### src/rtl/serial_packet_decoder_pkg.sv
// Shared definitions for the serial packet decoder.
// Holds the FSM state encodings used by the decoder top and its buffer.
package serial_packet_decoder_pkg;

    localparam logic [2:0] ST_SYNC    = 3'd0;
    localparam logic [2:0] ST_LEN     = 3'd1;
    localparam logic [2:0] ST_PAYLOAD = 3'd2;
    localparam logic [2:0] ST_CSUM    = 3'd3;
    localparam logic [2:0] ST_DRAIN   = 3'd4;

endpackage

### src/rtl/serial_pkt_buf.sv
// Payload buffer: MaxLen x Width register array.
// Ports: clk; we_i/waddr_i/wdata_i synchronous write; raddr_i/rdata_c_o
// combinational read.
module serial_pkt_buf
    import serial_packet_decoder_pkg::*;
#(
    parameter int unsigned Width  = 8,
    parameter int unsigned MaxLen = 16,
    parameter int unsigned IdxW   = $clog2(MaxLen)
) (
    input  logic             clk,
    input  logic             we_i,
    input  logic [IdxW-1:0]  waddr_i,
    input  logic [Width-1:0] wdata_i,
    input  logic [IdxW-1:0]  raddr_i,
    output logic [Width-1:0] rdata_c_o
);

    logic [Width-1:0] mem_q [MaxLen];

    // Contents carry no reset; only bytes written in the current packet are read.
    always_ff @(posedge clk) begin
        if (we_i) mem_q[waddr_i] <= wdata_i;
    end

    assign rdata_c_o = mem_q[raddr_i];

endmodule

### src/rtl/serial_packet_decoder.sv
// Serial packet decoder: frames SYNC, LEN, payload, CSUM from the receiver
// byte stream, buffers the payload and releases it over valid/ready once the
// checksum matches.
// Ports: clk, rst (async, active-high); rx_data/rx_finish from the receiver;
// out_data/out_valid/out_last/out_ready output stream; pkt_err and overrun
// one-cycle pulses; busy high outside SYNC.
module serial_packet_decoder
    import serial_packet_decoder_pkg::*;
#(
    parameter int unsigned      Width        = 8,
    parameter int unsigned      MaxLen       = 16,
    parameter logic [Width-1:0] SyncByte     = Width'(8'hA5),
    parameter int unsigned      TimeoutWidth = 16
) (
    input  logic             clk,
    input  logic             rst,
    input  logic [Width-1:0] rx_data,
    input  logic             rx_finish,
    output logic [Width-1:0] out_data,
    output logic             out_valid,
    input  logic             out_ready,
    output logic             out_last,
    output logic             pkt_err,
    output logic             overrun,
    output logic             busy
);

    localparam int unsigned IdxW = $clog2(MaxLen);
    localparam int unsigned LenW = $clog2(MaxLen + 1);
    localparam logic [TimeoutWidth-1:0] TmoOnes = '1;

    logic [2:0]              state_q, state_d;
    logic                    fin_q, ev_q;
    logic [Width-1:0]        data_q;
    logic [LenW-1:0]         len_q, len_d;
    logic [IdxW-1:0]         idx_q, idx_d, rd_q, rd_d, rd_addr;
    logic [Width-1:0]        csum_q, csum_d;
    logic [TimeoutWidth-1:0] tmo_q, tmo_d;
    logic                    tmo_fire;
    logic                    buf_we;
    logic [Width-1:0]        buf_rdata;
    logic [Width-1:0]        out_data_d;
    logic                    out_valid_d, out_last_d, pkt_err_d, overrun_d, busy_d;
    logic                    byte_ev;

    // Rising edge of the finish level marks a completed byte.
    assign byte_ev = rx_finish & ~fin_q;

    // Read ahead of the output register: index 0 while entering DRAIN, rd+1 during it.
    assign rd_addr = (state_q == ST_DRAIN) ? rd_q + IdxW'(1) : '0;

    serial_pkt_buf #(
        .Width  (Width),
        .MaxLen (MaxLen),
        .IdxW   (IdxW)
    ) u_buf (
        .clk       (clk),
        .we_i      (buf_we),
        .waddr_i   (idx_q),
        .wdata_i   (data_q),
        .raddr_i   (rd_addr),
        .rdata_c_o (buf_rdata)
    );

    // Edge detect, byte capture and all registered state/outputs.
    always_ff @(posedge clk or posedge rst) begin
        if (rst) begin
            fin_q     <= 1'b1;
            ev_q      <= 1'b0;
            data_q    <= '0;
            state_q   <= ST_SYNC;
            len_q     <= '0;
            idx_q     <= '0;
            rd_q      <= '0;
            csum_q    <= '0;
            tmo_q     <= '0;
            out_data  <= '0;
            out_valid <= 1'b0;
            out_last  <= 1'b0;
            pkt_err   <= 1'b0;
            overrun   <= 1'b0;
            busy      <= 1'b0;
        end else begin
            fin_q     <= rx_finish;
            ev_q      <= byte_ev;
            if (byte_ev) data_q <= rx_data;
            state_q   <= state_d;
            len_q     <= len_d;
            idx_q     <= idx_d;
            rd_q      <= rd_d;
            csum_q    <= csum_d;
            tmo_q     <= tmo_d;
            out_data  <= out_data_d;
            out_valid <= out_valid_d;
            out_last  <= out_last_d;
            pkt_err   <= pkt_err_d;
            overrun   <= overrun_d;
            busy      <= busy_d;
        end
    end

    // Next-state and output logic; the registered byte (ev_q/data_q) drives the FSM.
    always_comb begin
        state_d     = state_q;
        len_d       = len_q;
        idx_d       = idx_q;
        rd_d        = rd_q;
        csum_d      = csum_q;
        tmo_d       = tmo_q;
        tmo_fire    = 1'b0;
        buf_we      = 1'b0;
        out_data_d  = out_data;
        out_valid_d = out_valid;
        out_last_d  = out_last;
        pkt_err_d   = 1'b0;
        overrun_d   = 1'b0;

        // A raw byte event always clears the counter, so it beats saturation.
        if (byte_ev) begin
            tmo_d = '0;
        end else if (state_q == ST_LEN || state_q == ST_PAYLOAD || state_q == ST_CSUM) begin
            tmo_d    = tmo_q + TimeoutWidth'(1);
            tmo_fire = (tmo_q == TmoOnes - TimeoutWidth'(1));
        end

        case (state_q)
            ST_SYNC: begin
                if (ev_q && data_q == SyncByte) begin
                    state_d = ST_LEN;
                    tmo_d   = '0;
                end
            end
            ST_LEN: begin
                if (ev_q) begin
                    if (data_q == '0 || data_q > Width'(MaxLen)) begin
                        pkt_err_d = 1'b1;
                        state_d   = ST_SYNC;
                    end else begin
                        len_d   = LenW'(data_q);
                        csum_d  = data_q;
                        idx_d   = '0;
                        state_d = ST_PAYLOAD;
                    end
                end else if (tmo_fire) begin
                    pkt_err_d = 1'b1;
                    state_d   = ST_SYNC;
                end
            end
            ST_PAYLOAD: begin
                if (ev_q) begin
                    buf_we = 1'b1;
                    csum_d = csum_q + data_q;
                    idx_d  = idx_q + IdxW'(1);
                    if (LenW'(idx_q) == len_q - LenW'(1)) state_d = ST_CSUM;
                end else if (tmo_fire) begin
                    pkt_err_d = 1'b1;
                    state_d   = ST_SYNC;
                end
            end
            ST_CSUM: begin
                if (ev_q) begin
                    if (data_q == csum_q) begin
                        state_d     = ST_DRAIN;
                        rd_d        = '0;
                        out_valid_d = 1'b1;
                        out_data_d  = buf_rdata;
                        out_last_d  = (len_q == LenW'(1));
                    end else begin
                        pkt_err_d = 1'b1;
                        state_d   = ST_SYNC;
                    end
                end else if (tmo_fire) begin
                    pkt_err_d = 1'b1;
                    state_d   = ST_SYNC;
                end
            end
            ST_DRAIN: begin
                if (ev_q) overrun_d = 1'b1;
                if (out_valid && out_ready) begin
                    if (out_last) begin
                        out_valid_d = 1'b0;
                        out_last_d  = 1'b0;
                        state_d     = ST_SYNC;
                    end else begin
                        rd_d       = rd_q + IdxW'(1);
                        out_data_d = buf_rdata;
                        out_last_d = (LenW'(rd_q) + LenW'(1)) == (len_q - LenW'(1));
                    end
                end
            end
            default: begin
                state_d     = ST_SYNC;
                out_valid_d = 1'b0;
                out_last_d  = 1'b0;
            end
        endcase

        busy_d = (state_d != ST_SYNC);
    end

endmodule
### config.mk
export PLATFORM = sky130hd
export DESIGN_NAME = serial_packet_decoder
export DESIGN_NICKNAME = d
export VERILOG_FILES = /design/src/rtl/serial_packet_decoder_pkg.sv /design/src/rtl/serial_pkt_buf.sv /design/src/rtl/serial_packet_decoder.sv
export SDC_FILE = /design/constraint.sdc
export NUM_CORES = 1
export LEC_CHECK = 0
export CAP_MARGIN = 15
export CORE_MARGIN = 3
export CORE_UTILIZATION = 66
export DETAILED_ROUTE_END_ITERATION = 8
export PLACE_DENSITY = 0.85
export SKIP_CTS_REPAIR_TIMING = 1
export SYNTH_ARGS = -nofsm -noshare
export SYNTH_HDL_FRONTEND = slang
export SYNTH_SLANG_ARGS = --single-unit
### constraint.sdc
create_clock -name clk -period 4.1 [get_ports clk]
set_input_delay 1.025 -clock clk [delete_from_list [all_inputs] [get_ports clk]]
set_output_delay 1.025 -clock clk [all_outputs]
set_load 0.03 [all_outputs]
==> results.txt, run 1 <==
----------------------------------------------------
[GRT]
  Global route total overflow ... 0
  Global Route Usage Sum ... 0.262
  Largest net degree at the start of global routing ... 50
  Global-route wire length before repair ... 28500 µm
  Vias in the first global route ... 5505
  Initial antenna violation count ... 0

[Route]
  DRC ... 0
  Number of DRC markers in iteration 0 ... 480
  Overall via count from detail_route ... 5408
  DRT Wirelength ... 17600 µm
  Wire per inst ... 21.1 µm
  Via density per instance ... 6.51
  Post-detailed-route count of antenna-violating nets ... 0
  First drt pass iteration count ... 5

[Logic synthesis]
  Synth Flop Type ... sky130_fd_sc_hd__edfxtp_1
  Number of flops mapped to enable cells by yosys ... 128
  Mux contribution to synthesized area ... 0.0738
  Synthesized-area fraction occupied by ao, oa, aoi and oai cells ... 0.0939
  Cell area after synthesis ... 8460 µm²
  Simple-Gate Fraction of Synth Area ... 0.104
  Most area-hungry cell type in the Yosys netlist ... sky130_fd_sc_hd__edfxtp_1
  Distinct cells, synth ... 59
  Adder and majority cell fraction of the synthesized area ... 0.0260
  Share of Yosys cell area claimed by the top area cell type ... 0.455
  Syn. warnings ... 0
  Syn_nets ... 657
  Share of the synthesized netlist area taken by xor and xnor gates ... 0.0352
  Async S/R FF share, synth ... 0.330
  Synthesized instance count ... 628
  Sequential cell area fraction in the yosys report ... 0.641
  Largest family of logic cells by synthesized area ... simple AND/OR/NAND/NOR gates
  List of most frequent post-synthesis cells ... sky130_fd_sc_hd__edfxtp_1 (128), sky130_fd_sc_hd__dfrtp_1 (62), sky130_fd_sc_hd__nand2_1 (49)
  Count leader, synth ... sky130_fd_sc_hd__edfxtp_1
  Mapped Avg Cell Area ... 13.5 µm²
  Synth area leaders ... sky130_fd_sc_hd__edfxtp_1 (45%), sky130_fd_sc_hd__dfrtp_1 (18%), sky130_fd_sc_hd__mux2_2 (3.1%)
  Seq cells post-synth ... 191

[STA]
  Final Cycle Share ... 0.768
  RSZ-0062 raised after global routing ... false
  Setup clock skew after layout ... 0.00649 ns
  Final Hold Viols ... 0
  Worst max-slew margin expressed relative to the limit ... 0.229
  Worst setup slack after layout ... 0.951 ns
  Setup-violating endpoint count in the final report ... 0
  Summed negative setup slack over all endpoints ... 0 ns
  Slew Viols, Final ... 0
  Highest achievable clock rate ... 318 MHz
  Post-layout min period ... 3.15 ns
  Tightest Pin Transition ... 1.15 ns

[Power and ir drop]
  Relative contribution of sequential cells to total power ... 0.537
  Power share of the clock group ... 0.421
  Net switching fraction of the power ... 0.207
  IR drop worst, VDD ... 0.213 mV
  Static Leakage ... 3.37 nW
  Int Power ... 0.00317 W
  Power per cell area ... 424 nW/µm²
  Combinational share of power ... 0.042
  Switching power ... 0.000824 W

[Setup path]
  Required time of the critical path ... 4.38 ns
  Startpoint type of the worst setup path ... register
  Cell count of the worst reg-to-reg path ... 6
  R2R Setup Slk ... 0.95 ns
  Launching point of the worst reg2reg path ... state_q[0]
  Worst-path fanout max ... 41
  CP arrival ... 3.43 ns
  Worst Setup End Kind ... register
  Worst reg2reg endpoint ... out_data[2]
  CP Class ... reg2reg

[Final layout]
  Design area ... 9410 µm²
  Final net count ... 679
  Number of antenna cells inserted ... 0
  Number of filler cells placed in the layout ... 732
  Area grow syn2layout ... 11.3%
  Fin util ... 0.768
  Proportion of layout cells with a drive suffix above 1 ... 0.110

[Clocking]
  Clock slew at the register clock pins of the worst setup and hold paths ... 0.07 ns
  Clk Tree Root Cell ... sky130_fd_sc_hd__clkbuf_16
  Max Root-Sink Buffers ... 2
  Htree depth ... 4
  Clock network latency to the later pin of the worst-skew pair ... 0.43 ns
  TritonCTS clock tree ... built
  Clock sinks ... 191
  Total CTS buffers ... 17

[Place]
  Total cell area at the placement stage ... 8810 µm²
  Post-detailed-placement half-perimeter wirelength ... 10900 µm
  Last weighted congestion value of the routability-driven placer ... 0.853
  Place WS ... 0.763 ns
  Count of input and output buffers ... 24

[Floorplan]
  Die Footprint ... 14200 µm²
  Rows ... 40
  Std-Cell Core Area ... 12300 µm²
  Die outline height ... 119 µm
  Starting density of the core ... 0.690
  Count of boundary I/O pins ... 25
  X dimension of the die ... 119 µm

[Worst hold path]
  Hold Crit Start ... out_data[0]
  Worst hold path class ... reg2reg
  Number of instances on the worst hold path ... 2
  Endpoint of the worst hold path ... out_data[0]

[Outcome]
  Outcome ... finished clean

[Run]
  Number of maximum-capacitance violations ... 0

----------------------------------------------------
==> layout by cell type, fill, tap and decap left out, types with 12 or more instances in the layout <==
cell	n
sky130_fd_sc_hd__edfxtp_1	128
sky130_fd_sc_hd__dfrtp_1	62
sky130_fd_sc_hd__nand2_1	49
sky130_fd_sc_hd__nor2_1	42
sky130_fd_sc_hd__o21ai_0	38
sky130_fd_sc_hd__clkdlybuf4s50_1	24
sky130_fd_sc_hd__mux2_2	23
sky130_fd_sc_hd__xor2_1	20
sky130_fd_sc_hd__clkbuf_16	18
sky130_fd_sc_hd__nor2b_1	17
sky130_fd_sc_hd__mux2i_1	17
sky130_fd_sc_hd__ha_1	16
sky130_fd_sc_hd__xnor2_1	14
sky130_fd_sc_hd__a211oi_1	14
sky130_fd_sc_hd__a21oi_1	13
sky130_fd_sc_hd__nor3_1	12
sky130_fd_sc_hd__o22ai_1	12
==> flip-flops by register name (all words and copies together), names as in the netlist <==
name,count
fin_q,1
tmo_q,16
out_valid,1
u_buf.mem_q,128
ev_q,1
pkt_err,1
overrun,1
out_last,1
out_data,8
idx_q,4
len_q,5
csum_q,8
rd_q,4
busy,1
data_q,8
state_q,3
==> worst max path at each step <==
stage                     slack, ns           to  startpoint
after floorplan                1.51         busy         rst
after global placement         0.88         busy   rx_finish
after detailed placement       0.76         busy   rx_finish
after CTS                      0.97  out_data[2]  state_q[0]
after global routing           0.75  out_data[2]  state_q[0]
final                          0.95  out_data[2]  state_q[0]
==> cell type report <==
| class | instances | area, µm² | share of cell area |
|---|---|---|---|
| Inverter | 11 | 41.3 | 0.00439 |
| Sequential cell | 191 | 5420 | 0.576 |
| Tap cell | 168 | 210 | 0.0223 |
| Clock inverter | 9 | 133 | 0.0141 |
| Timing Repair Buffer | 35 | 323 | 0.0343 |
| Multi-Input combinational cell | 394 | 2820 | 0.299 |
| Clock buffer | 23 | 469 | 0.0498 |
==> stage by stage <==
stage / hold slack (ns) / power [W] / std cells
CTS: 0.497 / 0.00400 / 831
detailed placement: 0.483 / 0.00235 / 799
floorplan: 0.454 / 0.00226 / 628
global route: 0.523 / 0.00411 / 831
finish: 0.491 / 0.00399 / 831
global placement: 0.463 / 0.00234 / 799
==> metal layers <==
layer	vias to the layer above	routed length [µm]	GRT usage
met5	-	0	0
met4	0	579	0.115
met3	54	973	0.0579
met2	232	8980	0.435
met1	2718	7020	0.335
li1	2404	-	-
==> cell families after synthesis <==
logic type,Yosys count
multiplexers,48
flip-flops,191
AND/OR/NAND/NOR,175
XOR/XNOR,34
AO/OA/AOI/OAI,120
buffers and inverters,43
adder cells (fa/ha/maj),17
==> critical path: stages (launching register included) <==
cell                       delay (ns)
sky130_fd_sc_hd__dfrtp_1         0.51
sky130_fd_sc_hd__or3b_1          0.62
sky130_fd_sc_hd__nor2_8          0.63
sky130_fd_sc_hd__mux4_1          0.64
sky130_fd_sc_hd__nor2b_1         0.15
sky130_fd_sc_hd__a211oi_1        0.30
sky130_fd_sc_hd__o31ai_1         0.13
==> power groups by stage <==
stage	clock network [W]	logic [W]	registers, W
after global routing	0.00178	0.000184	0.00214
final	0.00168	0.000167	0.00214
after CTS	0.00169	0.000167	0.00214
after floorplan	0	0.0000691	0.00220
after detailed placement	0	0.000165	0.00218
after global placement	0	0.000158	0.00218
No activity file was read; power rests on OpenSTA's default activity.
==> run 2: changes to the inputs <==
--- a/config.mk
+++ b/config.mk
@@ -7,9 +7,9 @@
 export LEC_CHECK = 0
 export CAP_MARGIN = 15
 export CORE_MARGIN = 3
-export CORE_UTILIZATION = 66
+export CORE_UTILIZATION = 61
 export DETAILED_ROUTE_END_ITERATION = 8
-export PLACE_DENSITY = 0.85
+export PLACE_DENSITY = 0.79
 export SKIP_CTS_REPAIR_TIMING = 1
 export SYNTH_ARGS = -nofsm -noshare
 export SYNTH_HDL_FRONTEND = slang
==> constraint.sdc (replaced) <==
create_clock -name clk -period 3 [get_ports clk]
set_input_delay 0.75 -clock clk [delete_from_list [all_inputs] [get_ports clk]]
set_output_delay 0.75 -clock clk [all_outputs]
set_load 0.03 [all_outputs]
==> results.txt, run 2 (synthesized netlist as in run 1, its figures left out) <==
----------------------------------------------------
[Outcome]
  Outcome ... finished clean

[Clocking]
  Clock sinks ... 191
  Total CTS buffers ... 17
  Clock network latency to the later pin of the worst-skew pair ... 0.43 ns
  Clock slew at the register clock pins of the worst setup and hold paths ... 0.07 ns
  Htree depth ... 4
  Max Root-Sink Buffers ... 2
  Clk Tree Root Cell ... sky130_fd_sc_hd__clkbuf_16
  TritonCTS clock tree ... built

[Setup path]
  Worst-path fanout max ... 17
  Critical path startpoint ... state_q[2]
  Slowest Stage Delay on Critical Path ... 0.50 ns
  Slowest cell on crit path ... sky130_fd_sc_hd__or3b_1
  Worst Setup End Kind ... register
  Launching point of the worst reg2reg path ... state_q[2]
  CP arrival ... 2.94 ns
  Startpoint type of the worst setup path ... register
  CP Class ... reg2reg
  Cell Chain, Critical Path ... or3b_1 -> nor2_8 -> buf_4 -> mux2_2 -> a221o_1 -> a21oi_1 -> o31ai_1
  Required time of the critical path ... 3.27 ns

[STA]
  Tightest Pin Transition ... 0.998 ns
  Highest achievable clock rate ... 374 MHz
  Final Cycle Share ... 0.891
  Setup-violating endpoint count in the final report ... 0
  Slew Viols, Final ... 0
  Summed negative setup slack over all endpoints ... 0 ns
  Post-layout min period ... 2.67 ns
  Worst max-slew margin expressed relative to the limit ... 0.332
  Setup clock skew after layout ... 0.00819 ns
  RSZ-0062 raised after global routing ... false
  Final Hold Viols ... 0

[Final layout]
  Area grow syn2layout ... 13.1%
  Register with the highest flop count ... u_buf.mem_q
  Largest registers ... u_buf.mem_q x128, tmo_q x16
  Number of antenna cells inserted ... 0
  Flip-flop count of the largest register after layout ... 128
  Most frequent standard cell in the layout excluding fill and tap cells ... sky130_fd_sc_hd__edfxtp_1
  Number of filler cells placed in the layout ... 877
  Final net count ... 694
  Leading cell types in the layout, fill and taps excluded ... sky130_fd_sc_hd__edfxtp_1 (128), sky130_fd_sc_hd__dfrtp_1 (61), sky130_fd_sc_hd__nand2_1 (49), sky130_fd_sc_hd__nor2_1 (42), sky130_fd_sc_hd__o21ai_0 (38)
  Proportion of layout cells with a drive suffix above 1 ... 0.139

[Floorplan]
  Starting density of the core ... 0.631
  Die outline height ... 124 µm
  Rows ... 42
  Count of boundary I/O pins ... 25
  X dimension of the die ... 124 µm
  Std-Cell Core Area ... 13400 µm²
  Die Footprint ... 15300 µm²

[GRT]
  Global-route wire length before repair ... 28500 µm
  Met3 layer usage reported by global route ... 0.0463
  Initial antenna violation count ... 0
  Global route total overflow ... 0
  Vias in the first global route ... 5397
  Busiest layer in global routing ... met2
  Global Route Usage Sum ... 0.250
  Routing usage on met2 ... 0.404
  Met1 Use GR ... 0.351
  Largest net degree at the start of global routing ... 49

[Route]
  Via density per instance ... 6.25
  Wire per inst ... 20.7 µm
  First drt pass iteration count ... 5
  DRT Wirelength ... 17700 µm
  Post-detailed-route count of antenna-violating nets ... 0
  Number of DRC markers in iteration 0 ... 601
  Overall via count from detail_route ... 5339
  DRC ... 0

[Power and ir drop]
  Power per cell area ... 576 nW/µm²
  Total power after layout ... 0.00551 W
  Static Leakage ... 3.46 nW
  IR drop worst, VDD ... 0.517 mV

[Place]
  Post-detailed-placement half-perimeter wirelength ... 11600 µm
  Last weighted congestion value of the routability-driven placer ... 0.825
  Count of input and output buffers ... 24

[Worst hold path]
  Hold Crit Start ... csum_q[5]
  Worst hold path class ... reg2reg

[Run]
  Number of maximum-capacitance violations ... 0

----------------------------------------------------
-- run 2: cell types whose count changed in the layout (fill, tap and decap cells not counted), sizes merged --
cell | previous run | this run
buf | 11 | 26
clkbuf | 23 | 18
clkinv | 3 | 2
clkinvlp | 2 | 4
inv | 12 | 16
-- run 2: final cells by class --
cell class	instances	area, µm²	share of cell area
clock buffers	18	439	0.0459
multi-input cells	394	2820	0.294
clock inverters	14	180	0.0188
inverters	11	41.3	0.00432
flip-flops and latches	191	5420	0.567
repair buffers	50	448	0.0468
well taps	176	220	0.0230
-- run 2: worst max-delay path: cells and delay by family, from the launching register on --
kind / cells / cell delay (ns)
simple gates: 2 / 0.77
mux: 1 / 0.38
flops: 1 / 0.48
compound gates: 3 / 0.58
buf+inv: 1 / 0.32
-- run 2: where the power goes --
| group | internal (W) | total, W | switching [W] | leakage, nW |
|---|---|---|---|---|
| logic | 0.0000847 | 0.000270 | 0.000185 | 1.21 |
| clock network | 0.00135 | 0.00234 | 0.000993 | 0.292 |
| registers | 0.00289 | 0.00290 | 0.0000136 | 1.95 |
| total | 0.00432 | 0.00551 | 0.00119 | 3.46 |
-- run 2: routing by layer --
metal,vias to the layer above,routed length [µm]
met5,-,0
met4,0,244
met3,25,1050
met2,178,8850
met1,2700,7570
li1,2436,-
-- run 2: path summary, 6_finish.rpt --
| kind | to | slack (ns) | depth (start not counted) |
|---|---|---|---|
| max | out_data[0] | 0.33 | 7 |
| min | csum_q[5] | 0.50 | 2 |
| max reg2reg | out_data[0] | 0.33 | 7 |
| min reg2reg | csum_q[5] | 0.50 | 2 |
| max in group asynchronous | fin_q | 1.76 | 3 |
| min in group asynchronous | data_q[1] | 0.62 | 2 |
-- run 2: per-stage QoR --
| stage | hold WS [ns] | instances | utilization | cell area, µm² | worst slack, ns |
|---|---|---|---|---|---|
| floorplan | 0.454 | 628 | - | 8460 | 0.627 |
| detailed placement | 0.486 | 822 | 0.668 | 8950 | 0.0747 |
| finish | 0.500 | 854 | 0.714 | 9570 | 0.328 |
| global route | 0.533 | 854 | 0.714 | 9570 | 0.212 |
| CTS | 0.502 | 854 | 0.714 | 9570 | 0.337 |
| global placement | 0.470 | 822 | 0.668 | 8950 | 0.250 |
==> RTL edit 1 (flow settings as in run 2) <==
`Width` is set to 8 in 2 places; all go to 7.
--- a/src/rtl/serial_pkt_buf.sv
+++ b/src/rtl/serial_pkt_buf.sv
@@ -5,5 +5,5 @@
     import serial_packet_decoder_pkg::*;
 #(
-    parameter int unsigned Width  = 8,
+    parameter int unsigned Width  = 7,
     parameter int unsigned MaxLen = 16,
     parameter int unsigned IdxW   = $clog2(MaxLen)
--- a/src/rtl/serial_packet_decoder.sv
+++ b/src/rtl/serial_packet_decoder.sv
@@ -8,5 +8,5 @@
     import serial_packet_decoder_pkg::*;
 #(
-    parameter int unsigned      Width        = 8,
+    parameter int unsigned      Width        = 7,
     parameter int unsigned      MaxLen       = 16,
     parameter logic [Width-1:0] SyncByte     = Width'(8'hA5),
Ports: changed (resized out_data and rx_data); port bits go from 25 to 23. No check against the original RTL was run, so the function may have changed too.
==> RTL edit 1 against run 2 <==
Setup slack worse by 0.055 ns. Maximum frequency fell by 2.0%. Routed wire length rose by 3.8%. Power is 3.8% lower. Synthesized area fell by 6.4%. Final area fell by 6.2%. Sequential cell count down 19. Critical endpoint unchanged. Largest power group unchanged.
==> RTL edit 1: results (changes against run 2) <==
Placement
  • Final Wtd Congestion: 0.8657 (was 0.8248)
  • Input/output buffers: 22 (was 24)
  • Placed inst area: 0.008407 mm^2 (was 0.008947 mm^2)
  • Post-Place Setup Slack: 0.3539 ns (was 0.07469 ns)
  • Post-Place Cells: 791 (was 822)
  • Post-DP HPWL: 12.12 mm (was 11.55 mm)

Final layout
  • Layout cell share with drive strength beyond 1: 15.14% (was 13.86%)
  • Final #Nets: 669 (was 694)
  • Largest regs: u_buf.mem_q (112), tmo_q (16) (was u_buf.mem_q (128), tmo_q (16))
  • Non-Filler Instances: 822 (was 854)
  • Max reg flops: 112 (was 128)

Global route
  • First-pass GRT wire length: 29.50 mm (was 28.52 mm)
  • Largest net degree at the start of global routing: 61 (was 49)
  • GRT Total Usage: 27.32% (was 25.02%)

STA
  • Worst slew pin tran: 0.8579 ns (was 0.9985 ns)
  • Fmax achieved: 366.8 MHz (was 374.3 MHz)
  • Skew final: 0.02103 ns (was 0.008189 ns)

Power and ir drop
  • Leakage power: 3.341 nW (was 3.457 nW)
  • Peak VDD IR: 0.5376 mV (was 0.5171 mV)

Yosys
  • Register area share after synthesis: 61.49% (was 64.11%)
  • Async S/R FF share, synth: 34.88% (was 32.98%)
  • EDFF count, synth: 112 (was 128)
  • Post-synth net total: 629 (was 657)
  • Synth top cells by count: edfxtp_1 (112), dfrtp_1 (59), nor2_1 (58) (was edfxtp_1 (128), dfrtp_1 (62), nand2_1 (49))
  • Mean Syn Cell Area: 13.15 um^2 (was 13.47 um^2)
  • Synth cell types: 73 (was 59)

CTS
  • Skew-Pair Late Insertion Delay: 0.45 ns (was 0.43 ns)
  • CTS H-tree depth: 4 (unchanged)

Setup path
  • RR Startpoint: rd_q[0] (was state_q[2])
  • Arrival @ worst endpoint: 3.04 ns (was 2.94 ns)
  • R2r worst-path depth: 6 (was 7)
  • Reg-to-reg slack, setup: 0.27 ns (was 0.33 ns)
  • CP Max Fanout: 20 (was 17)
  • Critical Path Source: rd_q[0] (was state_q[2])

Status
  • Outcome: complete, no violations (unchanged)

Route
  • WL/cell: 22.38 um (was 20.74 um)
  • Iteration-0 DRC Markers: 748 (was 601)
[RTL edit 1: logic make-up (layout without fill, tap and decap cells)]
family	after synthesis	in the layout	synth area share, %
and+or+nand+nor	195	195	12.65
muxes	46	46	7.874
buffers and inverters	47	99	2.830
DFF	172	172	61.49
AOI/OAI and AO/OA	94	94	8.648
adders and majority gates	16	16	2.625
xor gates and xnor gates	32	32	3.889
[RTL edit 1: area by class of cell]
| class | count | area (um^2) |
|---|---|---|
| Fill cell | 808 | 3385 |
| Clock inverter | 14 | 145.1 |
| Clock buffer | 17 | 425.4 |
| Sequential cell | 172 | 4866 |
| Multi-Input combinational cell | 383 | 2824 |
| Inverter | 19 | 71.32 |
| Tap cell | 168 | 210.2 |
| Timing Repair Buffer | 49 | 435.4 |
[RTL edit 1: worst min-delay path by stage]
stage / slack (ns) / to / cells past startpoint / start
after global placement: 0.50 / csum_q[3] / 1 / csum_q[3]
after CTS: 0.52 / csum_q[0] / 1 / csum_q[0]
after floorplan: 0.47 / rd_q[1] / 2 / rd_q[1]
after global routing: 0.54 / csum_q[4] / 1 / csum_q[4]
after detailed placement: 0.50 / csum_q[0] / 1 / csum_q[0]
final: 0.51 / csum_q[4] / 1 / csum_q[4]
[RTL edit 1: through the flow]
step	hold WS [ns]	util, %
2_1_floorplan	0.4673	-
3_3_place_gp	0.4972	68.01
3_5_place_dp	0.5037	68.01
4_1_cts	0.5171	72.62
5_1_grt	0.5353	72.62
6_report	0.5129	72.62
[RTL edit 1: per-layer routing]
metal	routed length [um]	track usage [%]	part of all wire (%)	up-vias
met5	0	0	0	-
met4	344	8.661	1.9	0
met3	1675	7.634	9.1	35
met2	8869	42.71	48	271
met1	7506	37.66	41	2643
li1	-	-	-	2343
[RTL edit 1: power groups by stage]
| stage | Combinational, mW | Clock (mW) | Sequential (mW) |
|---|---|---|---|
| floorplan | 0.272 | 0 | 2.75 |
| global placement | 0.423 | 0 | 2.74 |
| detailed placement | 0.447 | 0 | 2.74 |
| CTS | 0.456 | 2.16 | 2.69 |
| global route | 0.515 | 2.26 | 2.70 |
| finish | 0.460 | 2.15 | 2.69 |
[RTL edit 1: critical path: stages (launching register included)]
cell and delay, ns:
dfrtp_1 0.64, ha_1 0.33, xor2_1 0.24, buf_4 0.33, mux4_1 0.33, a2111oi_0 0.63, o31ai_2 0.09
==> RTL edit 2 (settings of run 2) <==
Made on the original files. Register the output `overrun` once more, cleared by the reset; this adds one clock of latency there. The other outputs are not delayed to match.
--- a/src/rtl/serial_packet_decoder.sv
+++ b/src/rtl/serial_packet_decoder.sv
@@ -30,4 +30,6 @@
     localparam logic [TimeoutWidth-1:0] TmoOnes = '1;
 
+    logic overrun_s0;
+
     logic [2:0]              state_q, state_d;
     logic                    fin_q, ev_q;
@@ -79,5 +81,5 @@
             out_last  <= 1'b0;
             pkt_err   <= 1'b0;
-            overrun   <= 1'b0;
+            overrun_s0 <= 1'b0;
             busy      <= 1'b0;
         end else begin
@@ -95,5 +97,5 @@
             out_last  <= out_last_d;
             pkt_err   <= pkt_err_d;
-            overrun   <= overrun_d;
+            overrun_s0 <= overrun_d;
             busy      <= busy_d;
         end
@@ -199,3 +201,11 @@
     end
 
+    always_ff @(posedge clk or posedge rst) begin
+        if (rst) begin
+            overrun <= '0;
+        end else begin
+            overrun <= overrun_s0;
+        end
+    end
+
 endmodule
Formal check against the unedited RTL: same outputs for any inputs over 10 cycles, from zero or initial values and one cycle with rst high; that may be too few to reach the edited logic, so the function may still have changed.
==> RTL edit 2 against run 2 <==
Setup slack improved by 0.013 ns. Synthesized area rose by 0.30%. Via count grew 0.19%. First-iteration DRC count is 0.67% higher. Sequential cell count is 1 higher. Routed wire length fell by 0.14%. Critical path depth down 1. Power down 2.9%. Final area rose by 0.30%. Critical endpoint is now csum_q[1]. Largest power group unchanged.
==> RTL edit 2: results (changes against run 2) <==
Final layout
  • Data buffer area share: 5.242% (was 4.682%)
  • ClkCell Share: 5.933% (was 6.474%)
  • FILL cells: 861 (was 877)
  • Final #Nets: 704 (was 694)
  • Nonclk buf count: 59 (was 50)
  • Clock buffers: 19 (was 18)
  • Seq area share: 56.76% (was 56.68%)

Yosys
  • Post-synth net total: 658 (was 657)
  • Register area share after synthesis: 64.21% (was 64.11%)
  • Ranking of synthesized cells by area: edfxtp_1 (45%), dfrtp_1 (19%), mux2_2 (3.1%), ha_1 (2.4%), o21ai_0 (2.2%) (was edfxtp_1 (45%), dfrtp_1 (18%), mux2_2 (3.1%), ha_1 (2.4%), o21ai_0 (2.2%))
  • Synth top cells by count: edfxtp_1 (128), dfrtp_1 (63), nand2_1 (49) (was edfxtp_1 (128), dfrtp_1 (62), nand2_1 (49))
  • Async S/R FF share, synth: 33.33% (was 32.98%)

Global route
  • Vias in the first global route: 5223 (was 5397)
  • GRT Total Usage: 24.75% (was 25.02%)
  • First-pass GRT wire length: 28.06 mm (was 28.52 mm)

Setup path
  • Delay of the slowest critical-path stage: 0.79 ns (was 0.50 ns)
  • Arrival @ worst endpoint: 2.91 ns (was 2.94 ns)
  • Critical Path Source: data_q[0] (was state_q[2])
  • Critical Path Slowest Stage Cell: nor2_1 (was or3b_1)

STA
  • Final setup viols: 0 (unchanged)
  • Max-slew headroom: 33.97% (was 33.19%)
  • Skew final: 0.005964 ns (was 0.008189 ns)

Status
  • Outcome: complete, no violations (unchanged)

Placement
  • Post-Place Setup Slack: 0.1232 ns (was 0.07469 ns)
  • Final Wtd Congestion: 0.8655 (was 0.8248)
  • Post-DP HPWL: 11.68 mm (was 11.55 mm)
  • Placed inst area: 0.009026 mm^2 (was 0.008947 mm^2)

Hold path
  • Startpoint of the worst hold path: overrun_s0 (was csum_q[5])

Power and ir drop
  • Peak VDD IR: 0.5342 mV (was 0.5171 mV)
  • Leakage power: 3.495 nW (was 3.457 nW)
  • P_int: 4.213 mW (was 4.322 mW)

Route
  • Via Count: 5349 (was 5339)
  • Iteration-0 DRC Markers: 605 (was 601)
[RTL edit 2: per-layer routing]
layer  vias to the layer above  track usage [%]  wire, um
met2                       179            38.15      8600
li1                       2460                -         -
met1                      2674            35.61      7590
met3                        36            4.995      1086
met5                         -                0         0
met4                         0            8.761       413
[RTL edit 2: critical path, delay by kind of cell (launching register included)]
kind / cells / cell delay [ns]
AO/OA/AOI/OAI: 1 / 0.25
AND/OR/NAND/NOR: 3 / 1.47
XOR/XNOR: 1 / 0.14
flip-flops: 1 / 0.39
buffers and inverters: 1 / 0.23
[RTL edit 2: stage by stage]
stage          instances  util (%)
2_1_floorplan        629         -
3_3_place_gp         832     67.36
3_5_place_dp         832     67.36
4_1_cts              864     71.61
5_1_grt              864     71.61
6_report             864     71.61
[RTL edit 2: cells by family (layout without fill, tap and decap cells)]
group	after synthesis	count (layout)	synth area share [%]
AO/OA/AOI/OAI	120	120	9.367
XOR/XNOR	34	34	3.511
adder cells (fa/ha/maj)	17	17	2.596
buffers and inverters	43	102	2.596
flip-flops	192	192	64.21
multiplexers	48	48	7.361
AND/OR/NAND/NOR	175	175	10.36
[RTL edit 2: power groups by stage]
stage | clock (mW) | combinational, mW | sequential (mW)
4_1_cts | 2.19 | 0.264 | 2.92
3_3_place_gp | 0 | 0.249 | 2.97
2_1_floorplan | 0 | 0.0947 | 3.01
5_1_grt | 2.33 | 0.288 | 2.92
3_5_place_dp | 0 | 0.263 | 2.97
6_report | 2.17 | 0.265 | 2.92
[RTL edit 2: worst paths after layout]
path	to	slack [ns]	cells past startpoint
min in group asynchronous	tmo_q[13]	0.74	3
setup / recovery	csum_q[1]	0.34	6
hold reg to reg	overrun	0.36	0
max in group asynchronous	out_data[4]	1.91	3
hold / removal	overrun	0.36	0
setup reg to reg	csum_q[1]	0.34	6
